$ cat src/rtl/keypad_debouncer_pkg.sv
// Shared types for the keypad debounce/history stage.
//   state_e  : debounce FSM states
//   cnt_op_e : debounce counter command
//   key_t    : 4-bit hex key code, KEY_RESET is its reset value
package keypad_debouncer_pkg;

  localparam int unsigned KEY_W = 4;

  typedef logic [KEY_W-1:0] key_t;

  localparam key_t KEY_RESET = 4'h0;

  typedef enum logic [1:0] {
    IDLE         = 2'd0,
    PRESS_WAIT   = 2'd1,
    HELD         = 2'd2,
    RELEASE_WAIT = 2'd3
  } state_e;

  typedef enum logic [1:0] {
    CNT_HOLD = 2'd0,
    CNT_CLR  = 2'd1,
    CNT_ONE  = 2'd2,
    CNT_INC  = 2'd3
  } cnt_op_e;

endpackage

$ cat src/rtl/keypad_debouncer_if.sv
// Scanner <-> debouncer <-> display bundle.
//   any_key/multi_key/key_code : raw per-cycle scanner observation
//   new_value/old_value        : two-digit key history for the display
//   key_strobe/key_held        : press pulse and keystroke-active level
interface keypad_debouncer_if;
  import keypad_debouncer_pkg::*;

  logic any_key;
  logic multi_key;
  key_t key_code;
  key_t new_value;
  key_t old_value;
  logic key_strobe;
  logic key_held;

  modport master (
    output any_key, multi_key, key_code,
    input  new_value, old_value, key_strobe, key_held
  );

  modport slave (
    input  any_key, multi_key, key_code,
    output new_value, old_value, key_strobe, key_held
  );

endinterface

$ cat src/rtl/keypad_debouncer_counter.sv
// Debounce sample counter: clear / load-one / increment / hold.
//   clk, reset : slow clock, synchronous active-low reset
//   op         : counter command for this edge
//   tc_c       : count has reached DEBOUNCE_CYCLES-1 (combinational)
module keypad_debouncer_counter
  import keypad_debouncer_pkg::*;
#(
  parameter int unsigned DEBOUNCE_CYCLES = 48
) (
  input  logic    clk,
  input  logic    reset,
  input  cnt_op_e op,
  output logic    tc_c
);

  localparam int unsigned CNT_W = $clog2(DEBOUNCE_CYCLES + 1);

  logic [CNT_W-1:0] cnt_q;
  logic [CNT_W-1:0] cnt_d;

  // Next count; the FSM always leaves the counting state at terminal
  // count, so the increment never wraps.
  always_comb begin
    cnt_d = cnt_q;
    unique case (op)
      CNT_CLR:  cnt_d = '0;
      CNT_ONE:  cnt_d = CNT_W'(1);
      CNT_INC:  cnt_d = cnt_q + CNT_W'(1);
      default:  cnt_d = cnt_q;
    endcase
  end

  always_ff @(posedge clk) begin
    if (!reset) cnt_q <= '0;
    else        cnt_q <= cnt_d;
  end

  assign tc_c = (cnt_q == CNT_W'(DEBOUNCE_CYCLES - 1));

endmodule

$ cat src/rtl/keypad_debouncer.sv
// Keypad debounce and two-digit history stage (slow-clock domain).
//   clk, reset : slow clock, synchronous active-low reset
//   kif        : scanner observation in, key history and strobes out
// A press is accepted after DEBOUNCE_CYCLES identical single-key samples;
// the release must also be stable for DEBOUNCE_CYCLES before re-arming.
module keypad_debouncer
  import keypad_debouncer_pkg::*;
#(
  parameter int unsigned DEBOUNCE_CYCLES = 48
) (
  input  logic               clk,
  input  logic               reset,
  keypad_debouncer_if.slave  kif
);

  state_e  state_q, state_d;
  key_t    cand_q, cand_d;
  key_t    new_q, new_d;
  key_t    old_q, old_d;
  logic    strobe_q, strobe_d;
  logic    held_q, held_d;
  cnt_op_e cnt_op;
  logic    tc_c;
  logic    valid_c;
  logic    match_c;

  keypad_debouncer_counter #(
    .DEBOUNCE_CYCLES(DEBOUNCE_CYCLES)
  ) u_counter (
    .clk  (clk),
    .reset(reset),
    .op   (cnt_op),
    .tc_c (tc_c)
  );

  // multi_key disqualifies an observation even if key_code looks valid
  assign valid_c = kif.any_key & ~kif.multi_key;
  assign match_c = valid_c & (kif.key_code == cand_q);

  // Next-state, history and counter command
  always_comb begin
    state_d  = state_q;
    cand_d   = cand_q;
    new_d    = new_q;
    old_d    = old_q;
    strobe_d = 1'b0;
    cnt_op   = CNT_HOLD;
    unique case (state_q)
      IDLE: begin
        if (valid_c) begin
          cand_d  = kif.key_code;
          cnt_op  = CNT_ONE;
          state_d = PRESS_WAIT;
        end
      end
      PRESS_WAIT: begin
        if (!match_c) begin
          cnt_op  = CNT_CLR;
          state_d = IDLE;
        end else if (tc_c) begin
          old_d    = new_q;
          new_d    = cand_q;
          strobe_d = 1'b1;
          cnt_op   = CNT_CLR;
          state_d  = HELD;
        end else begin
          cnt_op = CNT_INC;
        end
      end
      HELD: begin
        if (!kif.any_key) begin
          cnt_op  = CNT_ONE;
          state_d = RELEASE_WAIT;
        end
      end
      RELEASE_WAIT: begin
        if (kif.any_key) begin
          // release bounce: back to the same keystroke, no new strobe
          cnt_op  = CNT_CLR;
          state_d = HELD;
        end else if (tc_c) begin
          cnt_op  = CNT_CLR;
          state_d = IDLE;
        end else begin
          cnt_op = CNT_INC;
        end
      end
      default: begin
        cnt_op  = CNT_CLR;
        state_d = IDLE;
      end
    endcase
    held_d = (state_d == HELD) || (state_d == RELEASE_WAIT);
  end

  always_ff @(posedge clk) begin
    if (!reset) begin
      state_q  <= IDLE;
      cand_q   <= KEY_RESET;
      new_q    <= KEY_RESET;
      old_q    <= KEY_RESET;
      strobe_q <= 1'b0;
      held_q   <= 1'b0;
    end else begin
      state_q  <= state_d;
      cand_q   <= cand_d;
      new_q    <= new_d;
      old_q    <= old_d;
      strobe_q <= strobe_d;
      held_q   <= held_d;
    end
  end

  assign kif.new_value  = new_q;
  assign kif.old_value  = old_q;
  assign kif.key_strobe = strobe_q;
  assign kif.key_held   = held_q;

endmodule

$ cat src/flat_wrapper.sv
// flat-port wrapper written by rule: the top's interface ports become plain ports
module keypad_debouncer_flat import keypad_debouncer_pkg::*;
#(
  parameter int unsigned DEBOUNCE_CYCLES = 48
)
  (clk, reset, kif_any_key, kif_multi_key, kif_key_code, kif_new_value, kif_old_value, kif_key_strobe, kif_key_held);
  keypad_debouncer_if kif_i ();
  input  logic clk;
  input  logic reset;
  input wire logic [$bits(kif_i.any_key)-1:0] kif_any_key;
  input wire logic [$bits(kif_i.multi_key)-1:0] kif_multi_key;
  input wire logic [$bits(kif_i.key_code)-1:0] kif_key_code;
  output wire logic [$bits(kif_i.new_value)-1:0] kif_new_value;
  output wire logic [$bits(kif_i.old_value)-1:0] kif_old_value;
  output wire logic [$bits(kif_i.key_strobe)-1:0] kif_key_strobe;
  output wire logic [$bits(kif_i.key_held)-1:0] kif_key_held;
  assign kif_i.any_key = kif_any_key;
  assign kif_i.multi_key = kif_multi_key;
  assign kif_i.key_code = kif_key_code;
  assign kif_new_value = kif_i.new_value;
  assign kif_old_value = kif_i.old_value;
  assign kif_key_strobe = kif_i.key_strobe;
  assign kif_key_held = kif_i.key_held;
  keypad_debouncer #(.DEBOUNCE_CYCLES(DEBOUNCE_CYCLES)) u_core (.clk(clk), .reset(reset), .kif(kif_i));
endmodule
$ cat config.mk
export PLATFORM = sky130hd
export DESIGN_NAME = keypad_debouncer_flat
export DESIGN_NICKNAME = d
export VERILOG_FILES = /design/src/rtl/keypad_debouncer_pkg.sv /design/src/rtl/keypad_debouncer_if.sv /design/src/rtl/keypad_debouncer_counter.sv /design/src/rtl/keypad_debouncer.sv /design/src/flat_wrapper.sv
export SDC_FILE = /design/constraint.sdc
export NUM_CORES = 1
export LEC_CHECK = 0
export BUFFER_PORTS_ARGS = -buffer_cell sky130_fd_sc_hd__buf_2
export CAP_MARGIN = 25
export CORE_ASPECT_RATIO = 1.25
export CORE_MARGIN = 10
export CORE_UTILIZATION = 53
export DETAILED_ROUTE_END_ITERATION = 6
export PLACE_DENSITY_LB_ADDON = 0.2
export SYNTH_ARGS = -nofsm -noshare
export SYNTH_HDL_FRONTEND = slang
export SYNTH_SLANG_ARGS = --single-unit
$ cat constraint.sdc
create_clock -name clk -period 1.9 [get_ports clk]
set_input_delay 0.19 -clock clk [delete_from_list [all_inputs] [get_ports clk]]
set_output_delay 0.19 -clock clk [all_outputs]
set_load 0.01 [all_outputs]
# Word level (Yosys, flattened, before mapping)
# Index checks and enable logic that the tools add are counted.
[classes]
n_addsub = 1
muxes = 15
reduce_logical = 6
n_eq_ne = 10
bitwise = 3
[op_table]
columns = ["op", "count"]
rows = [
  ["$mux W2", 11],
  ["$pmux W6 S3", 1],
  ["$pmux W2 S4", 2],
  ["$eq A2 B2 Y1 const B", 6],
  ["$add A6 B1 Y6 const B", 1],
  ["$eq A6 B6 Y1 const B", 1],
  ["$reduce_and A3 Y1", 2],
  ["$eq A2 B1 Y1 const B", 2],
  ["$eq A4 B4 Y1", 1],
  ["$reduce_bool A3 Y1", 1],
  ["$and A1 B1 Y1", 2],
  ["$logic_not A2 Y1", 1],
  ["$reduce_and A2 Y1", 1],
  ["$logic_or A1 B1 Y1", 1],
  ["$mux W1", 1],
  ["$not A1 Y1", 1],
]
[totals]
reg_bits = 22
elab_cells = 42
out_inout_bits = 10

# Depth between registers and ports, before layout
# Gate-level depths: netlist of run 1.
[logic_depth]
ltp_word = 7
depth_mapped = 7
mapped_depth_nobuf = 6

# By module
# Synthesis of run 1 repeated with hierarchy kept, for this count alone.
[unflattened]
hier_cells = 104
area_unflattened_um2 = 963.4
[modules_own_cells]
columns = ["module", "seq_area_each_um2", "area_each_um2", "cells_each", "instances"]
rows = [
  ["keypad_debouncer", 320.3, 649.4, 67, 1],
  ["keypad_debouncer_counter", 120.1, 314.1, 37, 1],
]

# Worst setup path after synthesis of run 1
# Ideal clock, no wire load.
[synth_timing]
kind = "reg2reg"
start = "reg u_core.u_counter.cnt_q[0]"
end = "reg u_core.old_q[0], in the netlist u_core.kif.old_value[0]"
arrival_ns = 1.475
stages_incl_launch_ff = 8
slack_ns = 0.309
n_path_buf = 1
synth_period_minus_slack_ns = 1.591
path_cell_list = "dfxtp_1 -> ha_1 -> and4b_1 -> nand3_1 -> nor3_4 -> buf_6 -> mux2i_1 -> nor2b_1"
[synth_via]
elab_chain_len = 2
[synth_rtl]
columns = ["element", "line_no", "rtl"]
rows = [
  ["start: declaration", "keypad_debouncer_counter.sv:18", "logic [CNT_W-1:0] cnt_q;"],
  ["start signal: assignment", "keypad_debouncer_counter.sv:35", "else cnt_q <= cnt_d;"],
  ["$eq A6 B6 Y1", "keypad_debouncer_counter.sv:38", "assign tc_c = (cnt_q == CNT_W'(DEBOUNCE_CYCLES - 1));"],
  ["$reduce_and A3 Y1 (no source line)", "n/a", ""],
  ["end signal: assignment", "keypad_debouncer.sv:108", "old_q <= old_d;"],
  ["end: declaration", "keypad_debouncer.sv:19", "key_t old_q, old_d;"],
]
# No other way between the ends.
# A chain may end at the register's enable or synchronous reset.

# Final worst setup path of run 1
[layout_timing]
start = "reg u_core.u_counter.cnt_q[1]"
end = "reg u_core.old_q[2], in the netlist u_core.kif.old_value[2]"
# Same word-level chain as after synthesis.

==> out/results.tsv, run 1 <==
stage	metric	value	unit
place	port bufs	17	
sta	count of final hold-check violations	0	
grt	antenna violations before repair	0	
outcome	run status	finished clean	
synthesis	register bit total from synthesis	22	
place	DP Worst Slack	0.132	ns
place	DP HPWL	1580	um
pwr	switching pwr	0.173	mW
grt	gr usage total	10.0	%
routing	vias	835	
floorplan	full die area	0.00409	mm^2
routing	vias per cell	5.76	
cts	CTS tree	yes	
floorplan	Die Height	69.0	um
sta	fin. max-slew vios	0	
cts	Sink Count	22	
synthesis	top-count cell post-synth	dfxtp_1	
synthesis	syn nets	116	
synthesis	Synth Warn #	0	
floorplan	core area	0.00181	mm^2
cts	Root Buffer	clkbuf_4	
routing	TritonRoute pass-1 iters	4	
cts	deepest level of the CTS H-tree	1	
synthesis	Post-Syn Area	0.00102	mm^2
grt	largest net degree at the start of global routing	26	
routing	Avg WL per Cell	14.2	um
setup_path	crit-path max FO	9	
synthesis	Unique masters post-synth	34	
setup_path	startpoint class of the critical path	register	
floorplan	Initial Utilization	56.4	%
routing	Remaining DRCs	0	
final_layout	Finished Core Util	64.0	%
pwr	sequential share of power	60.6	%
final_layout	Final nets	136	
setup_path	critical path capture point type	register	
place	GP Congestion	0.798	
floorplan	FP Rows	17	
setup_path	Data arrival, critical path	1.94	ns
grt	gr ovfl total	0	
cts	CTS clk-pin slew, worst paths	0.12	ns
pwr	Clk pwr share	32.2	%
sta	setup ws final	0.173	ns
synthesis	share of the synthesized area in the top cell type	43.2	%
sta	Max Freq	0.579	GHz
pwr	sw frac	22.0	%
synthesis	synth cell count leaders	22 x dfxtp_1, 9 x mux2i_1, 9 x nor2b_1	
routing	DRT iter0 DRCs	20	
synthesis	Post-Syn Instances	107	
floorplan	I/O pins	18	
final_layout	ant diodes	0	
sta	RSZ-0062 raised after global routing	false	
sta	Max Clock Skew	0.00201	ns
flow_run	max-cap violations	0	
pwr	LEAKAGE	0.426	nW
grt	first-pass GRT wire length	3410	um
synthesis	Post-synth EDFFs	0	
min_path	worst hold path class	in2reg	
setup_path	CP Class	reg2reg	
synthesis	Avg Cell Area, Syn	9.53	um^2
pwr	Comb power frac	7.2	%
synthesis	asr flop ratio synth	0	%
sta	slew of the pin with the lowest slew margin	0.399	ns
sta	crit path time final	1.73	ns
pwr	pwr dens	677	mW/mm^2
sta	setup TNS	0	ns
grt	vias in the first global route	815	
routing	Total Routed Length	2070	um
routing	Final ANT Viol Nets	0	
floorplan	overall die width	59.2	um
synthesis	sequential share of the synthesized area	43.2	%
sta	Final period util	90.9	%
synthesis	Synth area leaders	dfxtp_1 43%, mux2i_1 8.8%, nor2b_1 5.5%	
sta	# setup viols final	0	
pwr	Tot Pwr	0.784	mW
cts	deepest clock path buffer count	2	
final_layout	Area Overhead vs Synth	13.5	%
cts	Skew-Pair Late Insertion Delay	0.30	ns
synthesis	area leader, netlist	dfxtp_1	
final_layout	layout cell share with drive strength beyond 1	22.2	%
synthesis	Primary FF master, synth	dfxtp_1	
pwr	Worst VDD drop	0.000416	V
sta	worst hold slack	0.140	ns
cts	CTS buffer count	3	
setup_path	reg2reg setup slack	0.17	ns
setup_path	CP required	2.11	ns
sta	Relative slew margins	73.2	%
cts	CTS Hold Bufs	0	
pwr	internal cell power	0.611	mW
==> critical path, cell delays in order (launching register included) <==
cell	delay (ns)
dfxtp_1	0.38
ha_2	0.22
and4b_1	0.25
nand3_1	0.15
nor3_4	0.16
buf_4	0.21
mux2i_1	0.20
nor2b_1	0.06
==> power by group through the flow <==
stage / Clock (mW) / Sequential, mW / Combinational [mW]
global route: 0.280 / 0.477 / 0.0626
CTS: 0.260 / 0.475 / 0.0570
detailed placement: 0 / 0.485 / 0.0562
finish: 0.252 / 0.475 / 0.0566
floorplan: 0 / 0.482 / 0.0415
global placement: 0 / 0.485 / 0.0551
==> cells in the final DEF (no fill, tap or decap), drive strengths merged, types with 2 or more instances in the layout <==
master	netlist	final
nand4	2	2
inv	4	4
nor2b	9	9
a31oi	2	2
a21boi	6	6
nor2	2	2
o21ai	8	8
nand3	5	5
dfxtp	22	22
mux2i	9	9
clkbuf	3	4
xnor2	4	4
o21a	3	3
buf	2	20
and2	2	2
nor3	4	4
nand2	6	6
==> sequential cells by signal, indices dropped and copies added, names as in the netlist <==
signal and cells:
u_core.kif.new_value 4, u_core.state_q 2, u_core.kif.key_strobe 1, u_core.cand_q 4
u_core.kif.old_value 4, u_core.kif.key_held 1, u_core.u_counter.cnt_q 6
==> through the flow <==
stage | cells | area [um^2]
after floorplan | 107 | 1020
after global placement | 141 | 1120
after detailed placement | 141 | 1120
after CTS | 145 | 1150
after global routing | 145 | 1160
final | 145 | 1160
==> timing repair <==
action                     4_1_cts  5_1_grt
buffers inserted                 0        0
setup endpoints to repair        0        5
resized for setup                0        2
==> path summary, 6_finish.rpt <==
check | start | end | cells past startpoint
max | u_core.u_counter.cnt_q[1] | u_core.kif.old_value[2] | 7
min | kif_key_code[0] | u_core.cand_q[0] | 3
min reg2reg | u_core.u_counter.cnt_q[0] | u_core.u_counter.cnt_q[0] | 1
max reg2reg | u_core.u_counter.cnt_q[1] | u_core.kif.old_value[2] | 7
==> cell type report <==
cell class | instances | area [um^2]
inverters | 4 | 15.0
clock buffers | 4 | 36.3
well taps | 19 | 23.8
multi-input cells | 76 | 533
repair buffers | 20 | 108
fillers | 175 | 651
flip-flops and latches | 22 | 442
==> cell families after synthesis <==
family	count (synthesis)	synth area share (%)
AO/OA/AOI/OAI	25	16.7
XOR/XNOR	4	3.44
adder cells (fa/ha/maj)	1	1.23
buffers and inverters	9	4.78
flip-flops	22	43.2
multiplexers	9	8.83
AND/OR/NAND/NOR	37	21.8
==> per-layer routing <==
layer,vias to the layer above,wire [um],global-route usage (%)
li1,418,-,-
met1,394,821,9.79
met2,17,1070,17.6
met3,6,130,3.11
met4,0,44,5.34
met5,-,0,0
No activity file was read; power rests on OpenSTA's default activity.
==> inputs of run 2 (changes only) <==
Settings changed: PLACE_DENSITY set to 0.72, PLACE_DENSITY_LB_ADDON 0.2 to not set, SETUP_SLACK_MARGIN set to 0.4.
==> run 2 against run 1 <==
  * First-iteration DRC count shrank 15%
  * Cell area rose by 11%
  * Register-to-register slack improved by 0.16 ns
  * Maximum frequency is 10% higher
  * Cell count increased by 4.1%
  * Sequential share of layout area down 3.2 points
  * Critical endpoint is now u_core.kif.new_value[3]
  * Largest power group unchanged
==> out/results.tsv, run 2 (synthesis gave the netlist of run 1 again) <==
stage	metric	value	unit	change
final_layout	layout cell share with drive strength beyond 1	34.1	%	+12 points
setup_path	CP required	2.12	ns	about the same
pwr	sw frac	20.8	%	-1.2 points
pwr	LEAKAGE	0.475	nW	+12%
min_path	Hold Path Stages	3		unchanged
place	GP Congestion	0.821		+2.8%
floorplan	I/O pins	18		unchanged
sta	crit path time final	1.57	ns	-0.162 ns
setup_path	crit-path max FO	6		-3
sta	Max Freq	0.639	GHz	+10%
sta	Relative slew margins	75.1	%	+1.9 points
setup_path	R2R Path Start	u_core.u_counter.cnt_q[0]		
routing	TritonRoute pass-1 iters	4		unchanged
cts	Skew-Pair Late Insertion Delay	0.31	ns	about the same
cts	Root Buffer	clkbuf_4		
flow_run	max-cap violations	0		unchanged
pwr	internal cell power	0.714	mW	+17%
cts	CTS Hold Bufs	0		unchanged
pwr	switching pwr	0.188	mW	+8.8%
sta	Final period util	82.4	%	-8.5 points
min_path	Hold Path Origin	kif_key_code[3]		
setup_path	reg2reg end	u_core.kif.new_value[3]		
pwr	pwr dens	703	mW/mm^2	+3.7%
grt	first-pass GRT wire length	3750	um	+9.9%
cts	deepest level of the CTS H-tree	1		unchanged
routing	Final ANT Viol Nets	0		unchanged
final_layout	most flop-heavy register	u_core.u_counter.cnt_q		
grt	vias in the first global route	832		+2.1%
pwr	Clk pwr share	39.6	%	+7.4 points
routing	Avg WL per Cell	15.2	um	+6.4%
sta	Max Clock Skew	0.00343	ns	+0.00141 ns
routing	Remaining DRCs	0		unchanged
sta	setup TNS	0	ns	unchanged
sta	fin. max-slew vios	0		unchanged
grt	gr usage total	11.2	%	+1.1 points
cts	CTS tree	yes		
routing	vias per cell	5.59		-2.9%
floorplan	Initial Utilization	56.4	%	unchanged
setup_path	CP Launch Point	u_core.u_counter.cnt_q[0]		
routing	DRT iter0 DRCs	17		-15%
sta	count of final hold-check violations	0		unchanged
final_layout	number of flip-flops under the largest register name	6		unchanged
outcome	run status	finished clean		
grt	largest net degree at the start of global routing	26		unchanged
setup_path	Reg2Reg Depth	7		unchanged
pwr	sequential share of power	52.7	%	-7.9 points
place	DP HPWL	1590	um	+0.93%
final_layout	ant diodes	0		unchanged
floorplan	FP Rows	17		unchanged
cts	deepest clock path buffer count	2		unchanged
setup_path	critical path capture point type	register		
sta	RSZ-0062 raised after global routing	true		
final_layout	Layout fillers	142		-19%
sta	worst hold slack	0.123	ns	-0.0163 ns
floorplan	full die area	0.00409	mm^2	unchanged
cts	CTS clk-pin slew, worst paths	0.12	ns	about the same
routing	Total Routed Length	2290	um	+11%
floorplan	overall die width	59.2	um	unchanged
cts	CTS buffer count	3		unchanged
min_path	worst hold path class	in2reg		
min_path	Worst Hold Path EP	u_core.cand_q[3]		
setup_path	Data arrival, critical path	1.78	ns	-0.16 ns
grt	antenna violations before repair	0		unchanged
sta	slew of the pin with the lowest slew margin	0.374	ns	-0.0255 ns
routing	vias	844		+1.1%
place	port bufs	17		unchanged
final_layout	Area Overhead vs Synth	25.9	%	
floorplan	Die Height	69.0	um	unchanged
sta	# setup viols final	0		unchanged
floorplan	core area	0.00181	mm^2	unchanged
grt	gr ovfl total	0		unchanged
cts	Sink Count	22		unchanged
setup_path	CP Class	reg2reg		
final_layout	Final nets	142		+4.4%
setup_path	startpoint class of the critical path	register		
pwr	Worst VDD drop	0.000470	V	+13%
pwr	Comb power frac	7.7	%	+0.5 points
final_layout	commonest cells after routing, fill and taps aside	17 x buf_2, 17 x dfxtp_1, 9 x mux2i_1, 9 x nor2b_1		
setup_path	reg2reg setup slack	0.33	ns	+0.16 ns
## run 2: cell count changes in the layout (fill, tap and decap cells not counted), sizes merged
cell,before,now
buf,20,26
bufinv,0,1
clkbuf,4,3
## run 2: per-layer routing
metal / global-route usage [%] / vias to the layer above / routed length, um
li1: - / 429 / -
met1: 12.0 / 386 / 896
met2: 18.6 / 21 / 1200
met3: 3.29 / 8 / 130
met4: 5.85 / 0 / 63
met5: 0 / - / 0
## run 2: cell type report
class                   count  area, um^2  share of cell area, %
clock buffers               3        22.5                   1.75
clock inverters             1        30.0                   2.34
inverters                   4        15.0                   1.17
multi-input cells          76         579                   45.1
flip-flops and latches     22         449                   35.0
well taps                  19        23.8                   1.85
repair buffers             26         164                   12.8
## run 2: power groups by stage
stage                     Combinational (mW)  Clock, mW  Sequential (mW)
after floorplan                       0.0419          0            0.483
after global placement                0.0542          0            0.486
after detailed placement              0.0552          0            0.486
after CTS                             0.0629      0.358            0.475
after global routing                  0.0771      0.387            0.477
final                                 0.0693      0.357            0.476
## run 2: timing repair
action / 4_1_cts / 5_1_grt
pin swaps: 4 / 4
setup endpoints to repair: 15 / 22
endpoints found under the hold margin: 0 / 0
resized for setup: 4 / 14
setup buffers: 6 / 1
## run 2: worst max-delay path by stage
stage / to / slack, ns
2_1_floorplan: u_core.kif.old_value[0] / 0.34
6_report: u_core.kif.new_value[3] / 0.33
4_1_cts: u_core.kif.new_value[3] / 0.34
3_5_place_dp: u_core.kif.old_value[3] / 0.25
5_1_grt: u_core.kif.old_value[3] / 0.22
3_3_place_gp: u_core.kif.new_value[3] / 0.29
## run 2: through the flow
step | worst slack [ns] | std cells | instance area (um^2) | util [%] | total power [mW]
after floorplan | 0.339 | 107 | 1040 | - | 0.525
after global placement | 0.294 | 140 | 1130 | 62.5 | 0.540
after detailed placement | 0.254 | 140 | 1130 | 62.5 | 0.542
after CTS | 0.345 | 150 | 1240 | 68.6 | 0.896
after global routing | 0.220 | 151 | 1280 | 71.0 | 0.941
final | 0.335 | 151 | 1280 | 71.0 | 0.902
## run 2: critical path: stages, from the launching register on
cell and delay [ns]:
dfxtp_4 0.38, ha_4 0.13, and4b_1 0.24, nand3_2 0.13, nor3_4 0.17, buf_6 0.16, mux2i_1 0.20, nor2b_1 0.06
==> inputs of run 3 (changes only) <==
Settings changed: CORE_UTILIZATION 53 to 48, PLACE_DENSITY 0.72 to 0.69.
Clock period 1.9 ns to 1.3 ns, I/O delays scaled along.
==> run 3 against run 2 <==
  * The flow now finishes with violations (setup timing)
  * Highest routed layer unchanged
  * Largest power group unchanged
  * Cell count increased by 17%
  * Sequential power increased by 46%
  * Critical path depth unchanged
  * Flip-flop and latch count unchanged
  * Largest cell class unchanged
  * Critical path type unchanged
  * Worst setup slack got worse by 0.65 ns
  * Die area increased by 7.1%
  * Clock skew decreased by 0.00060 ns
  * Sequential share of layout area decreased by 5.5 points
  * Combinational power increased by 99%
==> out/results.tsv, run 3 (synthesis gave the netlist of run 1 again) <==
stage	metric	value	unit	change
flow_run	max-cap violations	0		unchanged
sta	count of final hold-check violations	0		unchanged
sta	worst hold slack	0.0623	ns	-0.0610 ns
setup_path	CP required	1.52	ns	-0.60 ns
sta	crit path time final	1.61	ns	+0.0455 ns
final_layout	design area	0.00156	mm^2	+21%
sta	RSZ-0062 raised after global routing	true		
cts	CTS buffer count	3		unchanged
sta	setup ws final	-0.311	ns	-0.645 ns
final_layout	number of flip-flops under the largest register name	6		unchanged
floorplan	Initial Utilization	50.9	%	-5.5 points
sta	Final period util	124	%	+42 points
cts	CTS tree	yes		
routing	vias per cell	5.38		-3.7%
grt	vias in the first global route	1056		+27%
grt	gr usage total	12.8	%	+1.6 points
routing	Avg WL per Cell	14.9	um	-1.9%
min_path	Hold Path Stages	3		unchanged
setup_path	Data arrival, critical path	1.83	ns	+0.05 ns
final_layout	most flop-heavy register	u_core.u_counter.cnt_q		
pwr	pwr dens	782	mW/mm^2	+11%
place	port bufs	17		unchanged
setup_path	Reg2Reg Depth	7		unchanged
cts	deepest level of the CTS H-tree	1		unchanged
final_layout	most common cell after layout, fill and taps aside	buf_4		
setup_path	CP Class	reg2reg		
final_layout	Area Overhead vs Synth	52.8	%	
place	DP HPWL	1870	um	+17%
routing	DRT iter0 DRCs	23		+6
grt	antenna violations before repair	0		unchanged
final_layout	layout cell share with drive strength beyond 1	54.1	%	+20 points
place	GP Congestion	0.837		+2.0%
setup_path	startpoint class of the critical path	register		
cts	Root Buffer	clkbuf_4		
sta	# setup viols final	18		+18
final_layout	Layout fillers	133		-6.3%
min_path	worst hold path class	in2reg		
setup_path	critical path capture point type	register		
final_layout	commonest cells after routing, fill and taps aside	30 x buf_4, 15 x dfxtp_2, 11 x buf_6		
sta	Max Clock Skew	0.00282	ns	-0.000605 ns
routing	Remaining DRCs	0		unchanged
sta	slew of the pin with the lowest slew margin	0.283	ns	-0.0904 ns
cts	CTS clk-pin slew, worst paths	0.12	ns	about the same
cts	Sink Count	22		unchanged
sta	fin. max-slew vios	0		unchanged
pwr	Tot Pwr	1.22	mW	+35%
cts	CTS Hold Bufs	0		unchanged
outcome	run status	finished, violations left		
pwr	Worst VDD drop	0.000766	V	+63%
sta	Relative slew margins	81.1	%	+6.0 points
setup_path	crit-path max FO	8		+2
routing	Total Routed Length	2630	um	+15%
sta	Max Freq	0.621	GHz	-2.8%
cts	Skew-Pair Late Insertion Delay	0.31	ns	about the same
outcome	failing checks	setup timing		
grt	largest net degree at the start of global routing	16		-38%
grt	gr ovfl total	0		unchanged
place	area post-placement	0.00134	mm^2	+19%
pwr	LEAKAGE	0.621	nW	+31%
floorplan	full die area	0.00438	mm^2	+7.1%
routing	TritonRoute pass-1 iters	4		unchanged
final_layout	Final nets	167		+18%
cts	deepest clock path buffer count	2		unchanged
floorplan	overall die width	61.2	um	+3.4%
floorplan	FP Rows	18		+1
floorplan	Die Height	71.5	um	+3.6%
routing	vias	953		+13%
final_layout	ant diodes	0		unchanged
floorplan	core area	0.00200	mm^2	+11%
grt	first-pass GRT wire length	4420	um	+18%
floorplan	I/O pins	18		unchanged
routing	Final ANT Viol Nets	0		unchanged
==> run 3: cell types whose count changed in the layout (fill, tap and decap cells not counted), moves of 3 or more <==
cell,delta
buf_4,+24
dfxtp_2,+11
dfxtp_1,-10
buf_2,-8
buf_6,+8
a21boi_0,-4
a21boi_1,+3
==> run 3: final timing paths <==
check                            start                         to  slack, ns
min reg2reg  u_core.u_counter.cnt_q[4]  u_core.u_counter.cnt_q[4]       0.52
max reg2reg  u_core.u_counter.cnt_q[1]    u_core.kif.old_value[3]      -0.31
min                    kif_key_code[2]           u_core.cand_q[2]       0.06
max          u_core.u_counter.cnt_q[1]    u_core.kif.old_value[3]      -0.31
==> run 3: stage by stage <==
stage | setup slack, ns | TNS, ns | utilization (%) | cells
floorplan | -0.256 | -2.21 | - | 107
global placement | -0.241 | -2.88 | 67.0 | 163
detailed placement | -0.338 | -3.87 | 67.0 | 163
CTS | -0.258 | -3.44 | 75.9 | 175
global route | -0.374 | -5.27 | 77.7 | 177
finish | -0.311 | -3.79 | 77.7 | 177
==> run 3: layer usage <==
layer  part of all wire (%)  GRT usage [%]
met1                     40           12.3
met2                     54           23.6
met3                    3.3           2.82
met4                    2.8           7.38
met5                      0              0
==> run 3: where the power goes <==
group	switching, mW	leakage [nW]	internal, mW
clock	0.216	0.0210	0.171
combinational	0.0629	0.415	0.0749
sequential	0.00914	0.185	0.685
==> run 3: what timing repair did <==
| item | CTS | global route |
|---|---|---|
| setup buffers | 8 | 2 |
| pin swaps | 14 | 1 |
| gates resized for setup | 23 | 7 |
| setup endpoints to repair | 31 | 32 |
==> run 3: critical path, cell delays in order (launching register included) <==
cell and delay [ns]:
dfxtp_2 0.37, ha_4 0.13, and4b_1 0.22, nand3_2 0.11, nor3_4 0.21, buf_12 0.18, mux2i_1 0.21, nor2b_1 0.07
==> run 3: final cells by class <==
cell class              instances  area (um^2)  area share, %
clock buffers                   4         36.3           2.33
inverters                       4         15.0          0.964
repair buffers                 51          414           26.6
flip-flops and latches         22          459           29.5
well taps                      20         25.0           1.61
multi-input cells              76          608           39.0
